[config.mk]
export PLATFORM = sky130hd
export DESIGN_NAME = dcache
export DESIGN_NICKNAME = d
export VERILOG_FILES = /design/src/rtl/dcache.sv
export SDC_FILE = /design/constraint.sdc
export NUM_CORES = 2
export LEC_CHECK = 0
export CELL_PAD_IN_SITES_DETAIL_PLACEMENT = 2
export CELL_PAD_IN_SITES_GLOBAL_PLACEMENT = 2
export CORE_MARGIN = 2
export CORE_UTILIZATION = 25
export DETAILED_ROUTE_END_ITERATION = 8
export GPL_ROUTABILITY_DRIVEN = 0
export GPL_TIMING_DRIVEN = 1
export PLACE_DENSITY_LB_ADDON = 0.25
export REMOVE_ABC_BUFFERS = 1
export SETUP_SLACK_MARGIN = 0.2
export SLEW_MARGIN = 40
export SYNTH_ARGS = -nofsm -noshare
export SYNTH_HDL_FRONTEND = slang
export SYNTH_SLANG_ARGS = --single-unit
[constraint.sdc]
create_clock -name clk_i -period 52 [get_ports clk_i]
set_input_delay 10.4 -clock clk_i [delete_from_list [all_inputs] [get_ports clk_i]]
set_output_delay 10.4 -clock clk_i [all_outputs]
set_load 0.01 [all_outputs]
[src/rtl/dcache.sv]
`default_nettype none
// dcache: direct-mapped write-back, write-allocate data cache, 32-byte lines,
// one outstanding line transaction to RAM, whole-cache flush.  Rev 1.0
module dcache #(
  parameter int NUM_LINES = 8
) (
  input  logic         clk_i,
  input  logic         rst_n_i,
  input  logic         cpu_valid_i,
  input  logic         cpu_rw_i,
  input  logic [63:0]  cpu_addr_i,
  input  logic [63:0]  cpu_wdata_i,
  input  logic         flush_i,
  output logic         cpu_ready_o,
  output logic [63:0]  cpu_rdata_o,
  output logic         cpu_error_o,
  output logic         flush_done_o,
  output logic         mem_valid_o,
  output logic         mem_rw_o,
  output logic [63:0]  mem_addr_o,
  output logic [255:0] mem_wdata_o,
  input  logic         mem_ready_i,
  input  logic [255:0] mem_rdata_i,
  input  logic         mem_error_i
);
  localparam int IDX_W = $clog2(NUM_LINES);
  localparam int TAG_W = 64 - 5 - IDX_W;
  localparam logic [IDX_W-1:0] LAST_IDX = IDX_W'(NUM_LINES - 1);

  typedef enum logic [3:0] {
    IDLE       = 4'd0,
    COMPARE    = 4'd1,
    WB_GAP     = 4'd2,
    WRITEBACK  = 4'd3,
    FILL_GAP   = 4'd4,
    FILL       = 4'd5,
    FLUSH_SCAN = 4'd6,
    FLUSH_GAP  = 4'd7,
    FLUSH_WB   = 4'd8
  } state_t;

  state_t           state;
  logic             req_rw;
  logic [63:0]      req_addr;
  logic [63:0]      req_wdata;
  logic [IDX_W-1:0] scan_idx;

  logic             line_valid [NUM_LINES];
  logic             line_dirty [NUM_LINES];
  logic [TAG_W-1:0] line_tag   [NUM_LINES];
  logic [255:0]     line_data  [NUM_LINES];

  logic [4:0]       req_off;
  logic [IDX_W-1:0] req_idx;
  logic [TAG_W-1:0] req_tag;
  logic [7:0]       shamt;
  logic [255:0]     req_line;
  logic [255:0]     line_shifted;
  logic [255:0]     word_mask;
  logic [255:0]     merged_line;
  logic             hit;
  logic             crossing;
  logic             mem_fail;

  assign req_off      = req_addr[4:0];
  assign req_idx      = req_addr[5 +: IDX_W];
  assign req_tag      = req_addr[63 -: TAG_W];
  assign shamt        = {req_off, 3'b000};
  assign req_line     = line_data[req_idx];
  assign line_shifted = req_line >> shamt;
  assign word_mask    = {192'b0, 64'hFFFF_FFFF_FFFF_FFFF} << shamt;
  assign merged_line  = (req_line & ~word_mask) | ({192'b0, req_wdata} << shamt);
  assign hit          = line_valid[req_idx] && (line_tag[req_idx] == req_tag);
  assign crossing     = req_off > 5'd24;
  // RAM address errors are only meaningful while a transaction is being offered
  assign mem_fail     = mem_valid_o && mem_error_i;

  always_ff @(posedge clk_i) begin
    if (!rst_n_i) begin
      state        <= IDLE;
      req_rw       <= 1'b0;
      req_addr     <= '0;
      req_wdata    <= '0;
      scan_idx     <= '0;
      cpu_ready_o  <= 1'b0;
      cpu_rdata_o  <= '0;
      cpu_error_o  <= 1'b0;
      flush_done_o <= 1'b0;
      mem_valid_o  <= 1'b0;
      mem_rw_o     <= 1'b0;
      mem_addr_o   <= '0;
      mem_wdata_o  <= '0;
      for (int i = 0; i < NUM_LINES; i++) begin
        line_valid[i] <= 1'b0;
        line_dirty[i] <= 1'b0;
      end
    end else begin
      cpu_ready_o  <= 1'b0;
      cpu_error_o  <= 1'b0;
      flush_done_o <= 1'b0;
      cpu_rdata_o  <= '0;
      case (state)
        IDLE: begin
          if (flush_i) begin
            scan_idx <= '0;
            state    <= FLUSH_SCAN;
          end else if (cpu_valid_i && !cpu_ready_o) begin
            // the completion cycle still sees the old strobe; don't restart it
            req_rw    <= cpu_rw_i;
            req_addr  <= cpu_addr_i;
            req_wdata <= cpu_wdata_i;
            state     <= COMPARE;
          end
        end
        COMPARE: begin
          if (crossing) begin
            cpu_ready_o <= 1'b1;
            cpu_error_o <= 1'b1;
            state       <= IDLE;
          end else if (hit) begin
            cpu_ready_o <= 1'b1;
            if (req_rw) begin
              line_data[req_idx]  <= merged_line;
              line_dirty[req_idx] <= 1'b1;
            end else begin
              cpu_rdata_o <= line_shifted[63:0];
            end
            state <= IDLE;
          end else if (line_valid[req_idx] && line_dirty[req_idx]) begin
            state <= WB_GAP;
          end else begin
            state <= FILL_GAP;
          end
        end
        WB_GAP: begin
          mem_valid_o <= 1'b1;
          mem_rw_o    <= 1'b1;
          mem_addr_o  <= {line_tag[req_idx], req_idx, 5'b00000};
          mem_wdata_o <= req_line;
          state       <= WRITEBACK;
        end
        WRITEBACK: begin
          if (mem_fail) begin
            mem_valid_o <= 1'b0;
            cpu_ready_o <= 1'b1;
            cpu_error_o <= 1'b1;
            state       <= IDLE;
          end else if (mem_ready_i) begin
            mem_valid_o         <= 1'b0;
            line_dirty[req_idx] <= 1'b0;
            state               <= FILL_GAP;
          end
        end
        FILL_GAP: begin
          mem_valid_o <= 1'b1;
          mem_rw_o    <= 1'b0;
          mem_addr_o  <= {req_tag, req_idx, 5'b00000};
          state       <= FILL;
        end
        FILL: begin
          if (mem_fail) begin
            mem_valid_o <= 1'b0;
            cpu_ready_o <= 1'b1;
            cpu_error_o <= 1'b1;
            state       <= IDLE;
          end else if (mem_ready_i) begin
            mem_valid_o         <= 1'b0;
            line_data[req_idx]  <= mem_rdata_i;
            line_tag[req_idx]   <= req_tag;
            line_valid[req_idx] <= 1'b1;
            line_dirty[req_idx] <= 1'b0;
            state               <= COMPARE;
          end
        end
        FLUSH_SCAN: begin
          if (line_valid[scan_idx] && line_dirty[scan_idx]) begin
            state <= FLUSH_GAP;
          end else if (scan_idx == LAST_IDX) begin
            flush_done_o <= 1'b1;
            state        <= IDLE;
          end else begin
            scan_idx <= scan_idx + IDX_W'(1);
          end
        end
        FLUSH_GAP: begin
          mem_valid_o <= 1'b1;
          mem_rw_o    <= 1'b1;
          mem_addr_o  <= {line_tag[scan_idx], scan_idx, 5'b00000};
          mem_wdata_o <= line_data[scan_idx];
          state       <= FLUSH_WB;
        end
        FLUSH_WB: begin
          if (mem_fail || mem_ready_i) begin
            // a failed write-back leaves the line dirty and moves on
            mem_valid_o <= 1'b0;
            if (!mem_fail) begin
              line_dirty[scan_idx] <= 1'b0;
            end
            if (scan_idx == LAST_IDX) begin
              flush_done_o <= 1'b1;
              state        <= IDLE;
            end else begin
              scan_idx <= scan_idx + IDX_W'(1);
              state    <= FLUSH_SCAN;
            end
          end
        end
        default: state <= IDLE;
      endcase
    end
  end

endmodule
`default_nettype wire

==> impl_summary.log <==
[metrics] Worst setup endpoint: line_data[0][196]
[metrics] clk sink count: 3,038
[metrics] TritonCTS clock tree: yes
[metrics] most frequent cell after synthesis: sky130_fd_sc_hd__edfxtp_1
[metrics] clk buf depth: 4
[metrics] number of max-capacitance violations reported: 0
[metrics] Critical path origin: rst_n_i
[metrics] classification of the worst-slack hold path: reg2reg
[metrics] synth cell count leaders: sky130_fd_sc_hd__edfxtp_1, sky130_fd_sc_hd__nor2_1, sky130_fd_sc_hd__mux4_2, sky130_fd_sc_hd__nand2_1, sky130_fd_sc_hd__a21oi_1
[metrics] area of the mapped netlist: 151,000 sq um
[metrics] share of Yosys cell area claimed by the top area cell type: 49.5%
[metrics] share of the clock period used by the worst path: 29.2%
[metrics] total chip power: 0.00812 W
[metrics] number of buffers inserted by port buffering: 774
[metrics] post-cts resize count: 0
[metrics] worst reg-to-reg setup slack: 43.19 ns
[metrics] Vias: 109,000
[metrics] final hold slack: 0.482 ns
[metrics] count of antenna-violating nets left after detailed routing: 0
[metrics] Critical Path Most Common Cell: sky130_fd_sc_hd__buf_4
[metrics] count of non-filler cells in the finished layout: 19,800
[metrics] classification of the worst setup path: in2reg
[metrics] leading cell types by total area after synthesis: sky130_fd_sc_hd__edfxtp_1, sky130_fd_sc_hd__mux4_2, sky130_fd_sc_hd__dfxtp_1
[metrics] biggest area consumer among synthesized cells: sky130_fd_sc_hd__edfxtp_1
[metrics] worst-margin pin slew: 1.02 ns
[metrics] peak per-stage delay on the critical path: 0.70 ns
[metrics] post-placement cell count: 19,100
[metrics] I/O pin cnt: 780
[metrics] worst path required time: 52.63 ns
[metrics] Crit-path slowest cell: sky130_fd_sc_hd__buf_4
[metrics] maximum VDD drop: 0.0286 mV
[metrics] sequential element share of the synthesized area: 56.7%
[metrics] post-DP HPWL: 512 mm
[metrics] number of flops mapped to enable cells by yosys: 2,496
[metrics] kind of start point of the critical path: primary input
[metrics] remaining max-slew budget at the tightest pin: 32.0%
[metrics] final layout net count: 11,800
[metrics] clock network latency to the later pin of the worst-skew pair: 1.05 ns
[metrics] fraction of registers with async set or reset after synthesis: 0%
[metrics] average size of a mapped cell: 14.0 sq um
[metrics] initial antenna violation count: 92
[metrics] outcome: finished, final reports clean
[metrics] via count normalized by instance count: 5.52
[metrics] drt initial violations: 11,300
[metrics] total leakage power: 56.4 nW
[metrics] cells after synthesis: 10,800
[metrics] area of the core region: 603,000 sq um
[metrics] Residual DRC: 0
[metrics] standard-cell row count: 285
[metrics] die height: 782 um
[metrics] utilization of the core after routing: 30.4%
[metrics] Crit Path Max Fanout: 49
[metrics] routed length per placed instance: 38.2 um
[metrics] H-tree level count: 5
[metrics] chip width: 782 um
[metrics] number of buffers created by CTS: 365
[metrics] CTS Hold Buffers Added: 0
[metrics] final number of setup-violating endpoints: 0
[metrics] Clock Root Buffer: sky130_fd_sc_hd__clkbuf_16
[metrics] post-CTS setup buffers: 0
[metrics] leftover overflow at the end of global routing: 0
[metrics] wire length of the first global-routing pass: 1020 mm
[metrics] Crit Reg-Reg Endpoint: line_data[0][196]
[metrics] Worst R2R Path Depth: 16
[metrics] initial core utilization: 25.1%
[metrics] clock tree skew after final layout: 0.127 ns
[metrics] synth warn: 0
[metrics] Min Clock Period, post-route: 15.18 ns
[metrics] area growth from synthesis to layout: 20.9%
[metrics] number of search-and-repair iterations in the first detailed-routing pass: 5
[metrics] arrival time at the worst endpoint: 15.81 ns
[metrics] number of distinct library cells after synthesis: 89
[metrics] power density cells: 44.3 nW/um^2
[metrics] RSZ-0062 raised after global routing: no
[metrics] Worst-path clk slew: 0.06 ns
[metrics] via count of the first global-routing pass: 114,000
[metrics] ordered list of cells on the worst path: buf_4, buf_4, nand3_1, or3_4, a2111oi_2, buf_4, buf_4, buf_6, buf_4
[metrics] Die Footprint: 612,000 sq um
[metrics] pin count of the biggest net entering global routing: 115
[metrics] Pins Over Slew Limit: 0
[metrics] maximum frequency from static timing analysis: 65.9 MHz
[metrics] share of final-layout standard cells stronger than drive strength 1: 23.3%
[metrics] final hold vios: 0
[metrics] most used flip-flop cell after synthesis: sky130_fd_sc_hd__edfxtp_1
[metrics] crit end category: flop
[metrics] final WL: 756 mm
[metrics] register bit count reported by yosys: 3,038
[metrics] Tot GR Track Use: 23.9%
==> sequential cells by signal, summed over array words and instances (netlist names), 8 cells and up, named ones only <==
name,count
line_data,2048
line_tag,448
mem_wdata_o,256
cpu_rdata_o,64
req_addr,64
req_wdata,64
mem_addr_o,59
line_dirty,8
line_valid,8
==> cells in the final DEF (no fill, tap or decap), drive strengths merged, types with 50 or more instances in the layout <==
| cell type | synthesis | layout |
|---|---|---|
| edfxtp | 2496 | 2496 |
| o21a | 88 | 88 |
| inv | 32 | 50 |
| dfxtp | 542 | 542 |
| a211oi | 91 | 91 |
| o22ai | 105 | 105 |
| buf | 320 | 387 |
| nand2 | 892 | 892 |
| a221oi | 117 | 117 |
| clkbuf | 570 | 462 |
| mux4 | 1256 | 1256 |
| nor3 | 127 | 127 |
| nand3 | 54 | 54 |
| mux2 | 345 | 345 |
| nor2 | 1260 | 1260 |
| a21oi | 740 | 740 |
| mux2i | 664 | 664 |
| clkinv | 1 | 136 |
| o21ai | 516 | 516 |
| clkdlybuf4s50 | 0 | 773 |
==> area by class of cell <==
class | count | area, sq um
Fill cell | 62000 | 420000
Sequential cell | 3038 | 85800
Multi-Input combinational cell | 6828 | 62600
Timing Repair Buffer | 1160 | 11800
Tap cell | 8036 | 10100
Clock buffer | 462 | 9790
Clock inverter | 221 | 2760
Inverter | 33 | 166
Antenna cell | 33 | 82.6
==> metrics by stage <==
step | instance area, sq um | setup TNS (ns) | worst slack (ns)
after global routing | 183000 | 0 | 36.66
after global placement | 169000 | 0 | 35.12
after floorplan | 148000 | -8960.79 | -30.14
after detailed placement | 170000 | 0 | 35.73
after CTS | 183000 | 0 | 36.79
final | 183000 | 0 | 36.82
==> how the worst min path moves through the flow <==
stage	startpoint	to	slack (ns)	depth (start not counted)
global placement	line_valid[3]	line_valid[3]	0.46	1
floorplan	line_valid[2]	line_valid[2]	0.44	1
global route	line_valid[3]	line_valid[3]	0.51	1
CTS	line_valid[3]	line_valid[3]	0.48	1
finish	line_valid[3]	line_valid[3]	0.48	1
detailed placement	line_valid[3]	line_valid[3]	0.47	1
==> kinds of logic after synthesis <==
family,Yosys count,share of synthesized area [%]
buf+inv,923,2.57
other cells,1,0.00248
simple gates,2488,6.64
mux,2265,25.7
xor+xnor,39,0.231
fa+ha+maj,4,0.0331
compound gates,2027,8.21
flops,3038,56.7
==> worst max-delay path, delay by kind of cell <==
| kind | cells | cell delay, ns |
|---|---|---|
| AO/OA/AOI/OAI | 1 | 0.52 |
| AND/OR/NAND/NOR | 2 | 1.02 |
| buffers and inverters | 6 | 3.52 |
==> metal layers <==
layer,global-route usage (%),up-vias,wire [um]
met2,38.6,4543,351000
met4,11.3,34,41800
met5,0,-,216
li1,-,43900,-
met3,4.77,1078,55200
met1,30.9,59900,308000
==> power by group <==
part	total, W	switching (W)	internal, W	leakage (nW)
Clock	0.00272	0.00114	0.00158	6.08
Sequential	0.00305	0.000163	0.00289	26.8
Combinational	0.00235	0.00150	0.000851	23.5
Total	0.00812	0.00280	0.00532	56.4
(Power assumes the default switching activity.)
